### config.mk
export PLATFORM = sky130hd
export DESIGN_NAME = encode_raw_jtag_uart_reply
export DESIGN_NICKNAME = d
export VERILOG_FILES = /design/src/rtl/encode_raw_jtag_uart_reply.sv
export SDC_FILE = /design/constraint.sdc
export NUM_CORES = 1
export LEC_CHECK = 0
export CAP_MARGIN = 30
export CORE_MARGIN = 8
export CORE_UTILIZATION = 44
export DETAILED_ROUTE_END_ITERATION = 6
export PLACE_DENSITY = 0.71
export RECOVER_POWER = 100
export SLEW_MARGIN = 20
export SYNTH_ARGS = -nofsm -noshare
export SYNTH_HDL_FRONTEND = slang
export SYNTH_SLANG_ARGS = --single-unit
### constraint.sdc
create_clock -name iCLK -period 3.4 [get_ports iCLK]
set_clock_uncertainty 0.2 [all_clocks]
set_input_delay 0.68 -clock iCLK [delete_from_list [all_inputs] [get_ports iCLK]]
set_output_delay 0.68 -clock iCLK [all_outputs]
set_load 0.02 [all_outputs]
### src/rtl/encode_raw_jtag_uart_reply.sv
// Host-bound JTAG-UART encoder: queues reply bytes and ACK/ERROR events, applies 0xFE escaping,
// and writes the stream into the JTAG-UART Avalon slave without exceeding the polled WSPACE.
module encode_raw_jtag_uart_reply #(
    parameter int          FIFO_AW  = 4,
    parameter logic [7:0]  ESC_BYTE = 8'hFE,
    parameter logic [7:0]  ESC_CHAR = 8'h00,
    parameter logic [7:0]  ESC_ACK  = 8'h01,
    parameter logic [7:0]  ESC_ERR  = 8'h02,
    parameter logic [7:0]  POLL_GAP = 8'd64
) (
    input  logic        iCLK,
    input  logic        iRST_N,
    output logic        oJTAG_SLAVE_ADDR,
    output logic        oJTAG_SLAVE_RDREQ,
    input  logic [31:0] iJTAG_SLAVE_RDDATA,
    output logic        oJTAG_SLAVE_WRREQ,
    output logic [31:0] oJTAG_SLAVE_WRDATA,
    input  logic        iJTAG_SLAVE_WAIT,
    input  logic [7:0]  iDATA,
    input  logic        iDATA_VALID,
    output logic        oDATA_READY,
    input  logic        iSEND_ACK,
    input  logic        iSEND_ERROR,
    output logic        oBUSY,
    output logic [1:0]  oDBG_STATE,
    output logic [15:0] oDBG_CREDIT
);
    // Handshakes: input bytes move when iDATA_VALID & oDATA_READY at a clock edge; an Avalon
    // request (RDREQ or WRREQ) with its ADDR/WRDATA stays stable until the edge where WAIT=0.
    typedef enum logic [1:0] {IDLE = 2'd0, POLL = 2'd1, GAP = 2'd2, WRITE = 2'd3} state_t;

    localparam int               DEPTH    = 1 << FIFO_AW;
    localparam logic [FIFO_AW:0] FULL_CNT = {1'b1, {FIFO_AW{1'b0}}};

    logic [7:0]       mem_q [DEPTH];
    logic [FIFO_AW:0] wr_ptr_q, wr_ptr_d, rd_ptr_q, rd_ptr_d, count_d;
    logic             ready_q, ready_d;
    logic             pend_ack_q, pend_ack_d, pend_err_q, pend_err_d;
    logic             push, pop, fifo_nempty, load, load_ack, load_err;
    logic [7:0]       head, tok_b0, tok_b1, cur_byte;
    logic             tok_two;

    state_t      state_q;
    logic [7:0]  b0_q, b1_q, wrdata_q, gap_q;
    logic        two_q, half_q, rdreq_q, wrreq_q, addr_q;
    logic [15:0] credit_q;
    logic        unused_rddata;

    assign unused_rddata = ^iJTAG_SLAVE_RDDATA[15:0];

    // Token selection at a token boundary: error, then ack, then FIFO data.
    always_comb begin
        fifo_nempty = (wr_ptr_q != rd_ptr_q);
        head        = mem_q[rd_ptr_q[FIFO_AW-1:0]];
        load        = (state_q == IDLE) && (pend_err_q || pend_ack_q || fifo_nempty);
        load_err    = load && pend_err_q;
        load_ack    = load && !pend_err_q && pend_ack_q;
        pop         = load && !pend_err_q && !pend_ack_q;
        push        = iDATA_VALID && ready_q;
        tok_b0      = ESC_BYTE;
        tok_b1      = ESC_CHAR;
        tok_two     = 1'b1;
        if (pend_err_q) begin
            tok_b1 = ESC_ERR;
        end else if (pend_ack_q) begin
            tok_b1 = ESC_ACK;
        end else if (head != ESC_BYTE) begin
            tok_b0  = head;
            tok_two = 1'b0;
        end
        wr_ptr_d   = push ? wr_ptr_q + 1'b1 : wr_ptr_q;
        rd_ptr_d   = pop  ? rd_ptr_q + 1'b1 : rd_ptr_q;
        count_d    = wr_ptr_d - rd_ptr_d;
        ready_d    = (count_d != FULL_CNT);
        pend_ack_d = (pend_ack_q && !load_ack) || iSEND_ACK;
        pend_err_d = (pend_err_q && !load_err) || iSEND_ERROR;
        cur_byte   = half_q ? b1_q : b0_q;
    end

    always_ff @(posedge iCLK) begin
        if (push) mem_q[wr_ptr_q[FIFO_AW-1:0]] <= iDATA;
    end

    always_ff @(posedge iCLK or negedge iRST_N) begin
        if (!iRST_N) begin
            wr_ptr_q   <= '0;
            rd_ptr_q   <= '0;
            ready_q    <= 1'b0;
            pend_ack_q <= 1'b0;
            pend_err_q <= 1'b0;
        end else begin
            wr_ptr_q   <= wr_ptr_d;
            rd_ptr_q   <= rd_ptr_d;
            ready_q    <= ready_d;
            pend_ack_q <= pend_ack_d;
            pend_err_q <= pend_err_d;
        end
    end

    always_ff @(posedge iCLK or negedge iRST_N) begin
        if (!iRST_N) begin
            state_q  <= IDLE;
            b0_q     <= '0;
            b1_q     <= '0;
            two_q    <= 1'b0;
            half_q   <= 1'b0;
            credit_q <= '0;
            gap_q    <= '0;
            rdreq_q  <= 1'b0;
            wrreq_q  <= 1'b0;
            addr_q   <= 1'b0;
            wrdata_q <= '0;
        end else begin
            case (state_q)
                IDLE: if (load) begin
                    b0_q   <= tok_b0;
                    b1_q   <= tok_b1;
                    two_q  <= tok_two;
                    half_q <= 1'b0;
                    if (credit_q == 16'd0) begin
                        state_q <= POLL;
                        rdreq_q <= 1'b1;
                        addr_q  <= 1'b1;
                    end else begin
                        state_q  <= WRITE;
                        wrreq_q  <= 1'b1;
                        addr_q   <= 1'b0;
                        wrdata_q <= tok_b0;
                    end
                end
                POLL: if (!iJTAG_SLAVE_WAIT) begin
                    rdreq_q  <= 1'b0;
                    addr_q   <= 1'b0;
                    credit_q <= iJTAG_SLAVE_RDDATA[31:16];
                    if (iJTAG_SLAVE_RDDATA[31:16] == 16'd0) begin
                        state_q <= GAP;
                        gap_q   <= '0;
                    end else begin
                        state_q  <= WRITE;
                        wrreq_q  <= 1'b1;
                        wrdata_q <= cur_byte;
                    end
                end
                GAP: begin
                    if (gap_q == POLL_GAP - 8'd1) begin
                        state_q <= POLL;
                        rdreq_q <= 1'b1;
                        addr_q  <= 1'b1;
                    end else begin
                        gap_q <= gap_q + 8'd1;
                    end
                end
                WRITE: if (!iJTAG_SLAVE_WAIT) begin
                    credit_q <= credit_q - 16'd1;
                    // Second half of an escape pair never yields to a new token.
                    if (two_q && !half_q) begin
                        half_q <= 1'b1;
                        if (credit_q == 16'd1) begin
                            state_q <= POLL;
                            wrreq_q <= 1'b0;
                            rdreq_q <= 1'b1;
                            addr_q  <= 1'b1;
                        end else begin
                            wrdata_q <= b1_q;
                        end
                    end else begin
                        state_q <= IDLE;
                        wrreq_q <= 1'b0;
                    end
                end
                default: state_q <= IDLE;
            endcase
        end
    end

    assign oJTAG_SLAVE_ADDR   = addr_q;
    assign oJTAG_SLAVE_RDREQ  = rdreq_q;
    assign oJTAG_SLAVE_WRREQ  = wrreq_q;
    assign oJTAG_SLAVE_WRDATA = {24'd0, wrdata_q};
    assign oDATA_READY        = ready_q;
    assign oBUSY              = fifo_nempty || pend_ack_q || pend_err_q || (state_q != IDLE);
    assign oDBG_STATE         = state_q;
    assign oDBG_CREDIT        = credit_q;
endmodule

Word level (Yosys, flattened, before mapping). Memories as Yosys holds them, arrays and structs flattened. Index checks and enable logic that the tools add are counted.

Register bits: 68. Memory bits (writable): 128. Input bits: 46. Output and inout port bits: 55. Logic and storage cells: 141. Memories kept: 1.

Memories: mem_q (words 16, width 8, rd ports 1, clocked after Yosys merged registers in 0, write ports 1, RTL line 35) `logic [7:0] mem_q [DEPTH];`.

$add $sub $neg: 5. Equal/unequal tests: 21. Multiplexer cells: 60. Reduce and logical (&&, ||, !) cells: 38.

Operator list (count): $mux W8 (14); $logic_not A16 Y1 (2); $mux W16 (2); $pmux W16 S2 (1); $mux W1 (26); $pmux W8 S3 (1); $ne A2 B2 Y1 const B (11); $eq A16 B1 Y1 const B (1); $mux W2 (8); $pmux W8 S2 (1); $sub A16 B1 Y16 const B (1); $reduce_and A7 Y1 (2); $add A5 B1 Y5 const B (2); $mux W5 (2); $logic_and A1 B1 Y1 (9); $add A8 B1 Y8 const B (1); $eq A8 B6 Y1 const B (1); $ne A8 B8 Y1 const B (1); $pmux W1 S4 (2); $pmux W2 S4 (1); $reduce_and A4 Y1 (2); $reduce_and A8 Y1 (1); $reduce_bool A2 Y1 (4); $logic_or A1 B1 Y1 (7); other kinds (16) (21).

Longest topological paths before layout.
Word-level depth: 8. Gate-level depth with buffers: 13. Gate-level depth less buffers: 12.

Worst setup path before layout. OpenSTA, ideal clock, no wires.

Path kind: register -> register. Start: register state_q[0], in the netlist oDBG_STATE[0]. End: register ready_q, in the netlist oDATA_READY. Setup time: 0.071 ns. Arrival: 2.721 ns. Required time: 3.129 ns. Slack: 0.408 ns. Cell stages (with the launch flop): 13. Buffers on the path: 2. Period minus slack after synthesis: 2.992 ns. Cells stage by stage: dfrtp_1 -> buf_2 -> or2_2 -> clkbuf_1 -> a31o_2 -> nor2_1 -> mux2i_1 -> ha_1 -> a21o_1 -> a21o_1 -> a21oi_1 -> xor3_1 -> nand4_1.

Word-level cells in the longest chain between the ends: 7.

RTL lines: start, declared (RTL line 43) `state_t state_q;`; start signal, assigned (RTL line 102) `state_q <= IDLE;`; start signal, assigned (RTL line 121) `state_q <= POLL;`; start signal, assigned (RTL line 125) `state_q <= WRITE;`; $logic_not A2 Y1 (RTL line 55) `load = (state_q == IDLE) && (pend_err_q || pend_ack_q || fifo_nempty);`; $logic_and A1 B1 Y1 (RTL line 55); $logic_and A1 B1 Y1 (2 in a row) (RTL line 58) `pop = load && !pend_err_q && !pend_ack_q;`; $mux W5 (RTL line 72) `rd_ptr_d = pop ? rd_ptr_q + 1'b1 : rd_ptr_q;`; $sub A5 B5 Y5 (RTL line 73) `count_d = wr_ptr_d - rd_ptr_d;`; $ne A5 B5 Y1 (RTL line 74) `ready_d = (count_d != FULL_CNT);`; named net ready_d (RTL line 37) `logic ready_q, ready_d;`; end signal, assigned (RTL line 94) `ready_q <= ready_d;`; end, declared (RTL line 37).

The timed path passes the listed nets, and every way through them passes these cells. A chain may end at the register's enable or synchronous reset.

Worst setup path after layout.
Start: register wr_ptr_q[0]. End: output port oBUSY.

Word-level cells in the longest chain between the ends: 4.

RTL lines: start, declared (RTL line 36) `logic [FIFO_AW:0] wr_ptr_q, wr_ptr_d, rd_ptr_q, rd_ptr_d, count_d;`; start signal, assigned (RTL line 92) `wr_ptr_q <= wr_ptr_d;`; $ne A5 B5 Y1 (RTL line 53) `fifo_nempty = (wr_ptr_q != rd_ptr_q);`; $logic_or A1 B1 Y1 (3 in a row) (RTL line 181) `assign oBUSY = fifo_nempty || pend_ack_q || pend_err_q || (state_q != IDLE);`; end, declared (RTL line 24) `output logic oBUSY,`.

Every way passes these cells.

==> results.md <==
- Crit path buf inv count: 1
- Synth Area in XOR/XNOR: 2.53%
- Area grow syn2layout: 16.7%
- Multi-input logic area: 2880 sq um
- GPL Wtd Cong: 0.836
- Arr. time, crit path: 2.40 ns
- GRT Util Overall: 15.8%
- Post-route cell area: 9990 sq um
- CP Capture Type: output port
- CTS tree: built
- Total gr overflow: 0
- Synth Warn #: 0
- Fin. max-slew vios: 0
- Final non-filler cell total: 975
- Synthesized area: 8570 sq um
- Post-layout utilization of the core: 51.9%
- Dpl cells: 941
- Setup Fix Bufs, Post-CTS: 0
- Worst skew pair latency: 0.43 ns
- Fmax: 304 MHz
- RSZ-0062 raised after global routing: false
- Main combinational cell family by area after synthesis: multiplexers
- Commonest non-fill, non-tap cell in the layout: edfxtp_1
- Residual DRC: 0
- Status: finished, final reports clean
- Post-layout min period: 3.28 ns
- Total Routed Length: 18500 um
- Vias in the first global route: 5442
- CTS Buf Count: 17
- Starting DRT DRC Count: 341
- Pleak: 3.50 nW
- Fill cell count: 1599
- Initial antenna violation count: 0
- Slowest stage cell, crit path: clkdlybuf4s50_1
- Worst path max stage delay: 0.56 ns
- Initial core utilization: 44.4%
- CTS root buf: clkbuf_16
- FP Rows: 51
- Cells after Synth: 618
- IO buf count: 60
- Hold/Removal Path Class: register to register
- DR WL/cell: 19.0 um
- Detailed placer's ending HPWL: 12500 um
- CTS max path bufs: 2
- EDFF count, synth: 128
- Vert. Die Dim: 156 um
- Die area: 24200 sq um
- Fraction of registers with async set/reset: 32.6%
- ANT nets after route: 0
- CTS H-tree lvls: 4
- First drt pass iteration count: 5
- Nets: 755
- Detailed-route via count: 5317
- Pwr dens: 749 nW/um^2
- Startpoint types: register
- Worst-path cell chain: xor2_1, nor4_2, and3_1, nand2_1, clkdlybuf4s50_1
- Sequential-to-total area share from yosys stat: 63.0%
- Largest area contributor in the netlist: edfxtp_1
- First-pass GRT wire length: 29700 um
- Core Area: 19300 sq um
- IO Count: 101
- Crit path max-delay family: simple AND/OR/NAND/NOR gates
- Dpl cell area: 9500 sq um
- Reg area: 5400 sq um
- Setup violations, final: 0
- Main synth FF type: edfxtp_1
- Post-synthesis simple-gate area fraction: 9.48%
- Post-synthesis mux area share: 11.1%
- Share of cells above drive strength 1: 11.8%
- Slew margin rel.: 11.9%
- Setup TNS: 0 ns
- Max Cap Viol: 0
- Clock sinks: 190
- Vias per std cell: 5.45
- Top cell type's share of synthesized area: 44.9%
- Worst-path maximum fanout: 6
- Final worst path period share: 96.6%
- Slew @ Worst Pin: 1.32 ns
- Commonest cells after routing, fill and taps aside: edfxtp_1, dfrtp_1, nand2_1, nor2_1, dlygate4sd3_1
- Yosys cell types: 57
- CP Class: register to output port
- Worst EP required: 2.52 ns
- Final Hold Vio Count: 0
- Largest cells by area after synthesis: edfxtp_1, dfrtp_1, mux4_2
- Ant diodes: 0
- Yosys reg bits: 190
- Largest net degree at the start of global routing: 41
- Peak supply drop: 0.000384 V
- Compound-Gate Fraction of Synth Area: 8.08%
- Hold Slack: 0.287 ns
- Mean post-synth cell area: 13.9 sq um
- Clock-pin slew of the registers on the worst-case setup and hold paths: 0.08 ns
- Area share of fa/ha/maj cells after synthesis: 1.75%
- Die W: 156 um
-- flip-flops by register name (all words and copies together) (netlist names), 2 cells and up --
signal       flops
b0_q             8
wrdata_q         8
gap_q            8
mem_q          128
oDBG_STATE       2
oDBG_CREDIT     16
rd_ptr_q         5
b1_q             2
wr_ptr_q         5
-- cell usage after synthesis (all sizes together) (5+ instances only) --
cell      n
mux2     11
nor4      9
mux2i     8
xor2     11
nand2b    7
nor2     42
a21oi    21
mux4     32
nand4     5
a22oi    12
ha       12
dfrtp    62
buf      34
nor3     13
inv       9
clkbuf   20
nand2    57
o21ai    36
o22ai    11
xnor2    11
nand3    15
edfxtp  128
nor2b     5
-- through the flow --
step           setup WS [ns]  total power, mW
5_1_grt              0.00230             7.91
4_1_cts                0.102             7.72
2_1_floorplan          0.408             4.89
3_5_place_dp           0.191             5.75
3_3_place_gp           0.274             5.63
6_report               0.115             7.49
-- where the power goes --
group	leakage [nW]	internal [mW]	total (mW)	switching, mW
logic	1.32	0.913	2.26	1.35
clock network	0.294	0.995	1.95	0.956
registers	1.89	2.94	3.28	0.335
total	3.50	4.85	7.49	2.64
-- worst paths after layout --
path,from,end,slack (ns),cells after the start
min in group asynchronous,iRST_N,oDBG_CREDIT[0],0.58,2
setup reg to reg,oDBG_CREDIT[6],wrdata_q[0],0.20,6
hold reg to reg,b0_q[5],b0_q[5],0.29,2
setup / recovery,wr_ptr_q[0],oBUSY,0.12,5
max in group asynchronous,iRST_N,rd_ptr_q[0],0.56,3
hold / removal,b0_q[5],b0_q[5],0.29,2
-- worst reg2reg max path, cell delays in order, from the launching register on --
cell and delay [ns]:
dfrtp_1 0.43, or4_1 0.62, or4_1 0.61, nor2_1 0.41, a221oi_1 0.25, nand2_4 0.21
mux2_1 0.34
-- per-layer routing --
layer | share of wire, % | vias to the layer above | wire length (um) | track usage (%)
li1 | - | 2459 | - | -
met1 | 43 | 2668 | 7900 | 19.9
met2 | 49 | 177 | 9140 | 26.6
met3 | 7.1 | 13 | 1310 | 4.41
met4 | 0.87 | 0 | 161 | 3.84
met5 | 0 | - | 0 | 0
-- cells by family after synthesis --
logic type      after synthesis
compound gates              107
flops                       190
xor+xnor                     23
fa+ha+maj                    12
buf+inv                      64
other cells                   1
mux                          51
simple gates                170
-- layout make-up --
cell class	count	share of cell area [%]
Sequential cell	190	54.0
Multi-Input combinational cell	387	28.8
Timing Repair Buffer	91	7.54
Clock buffer	17	4.26
Tap cell	265	3.32
Clock inverter	15	1.69
Inverter	10	0.376
-- timing repair --
action,CTS,global route
hold endpoints to repair,0,10
endpoints found under the setup margin,1,0
gates resized for setup,1,0
hold buffers,0,1
Power figures use the tool's default switching activity.
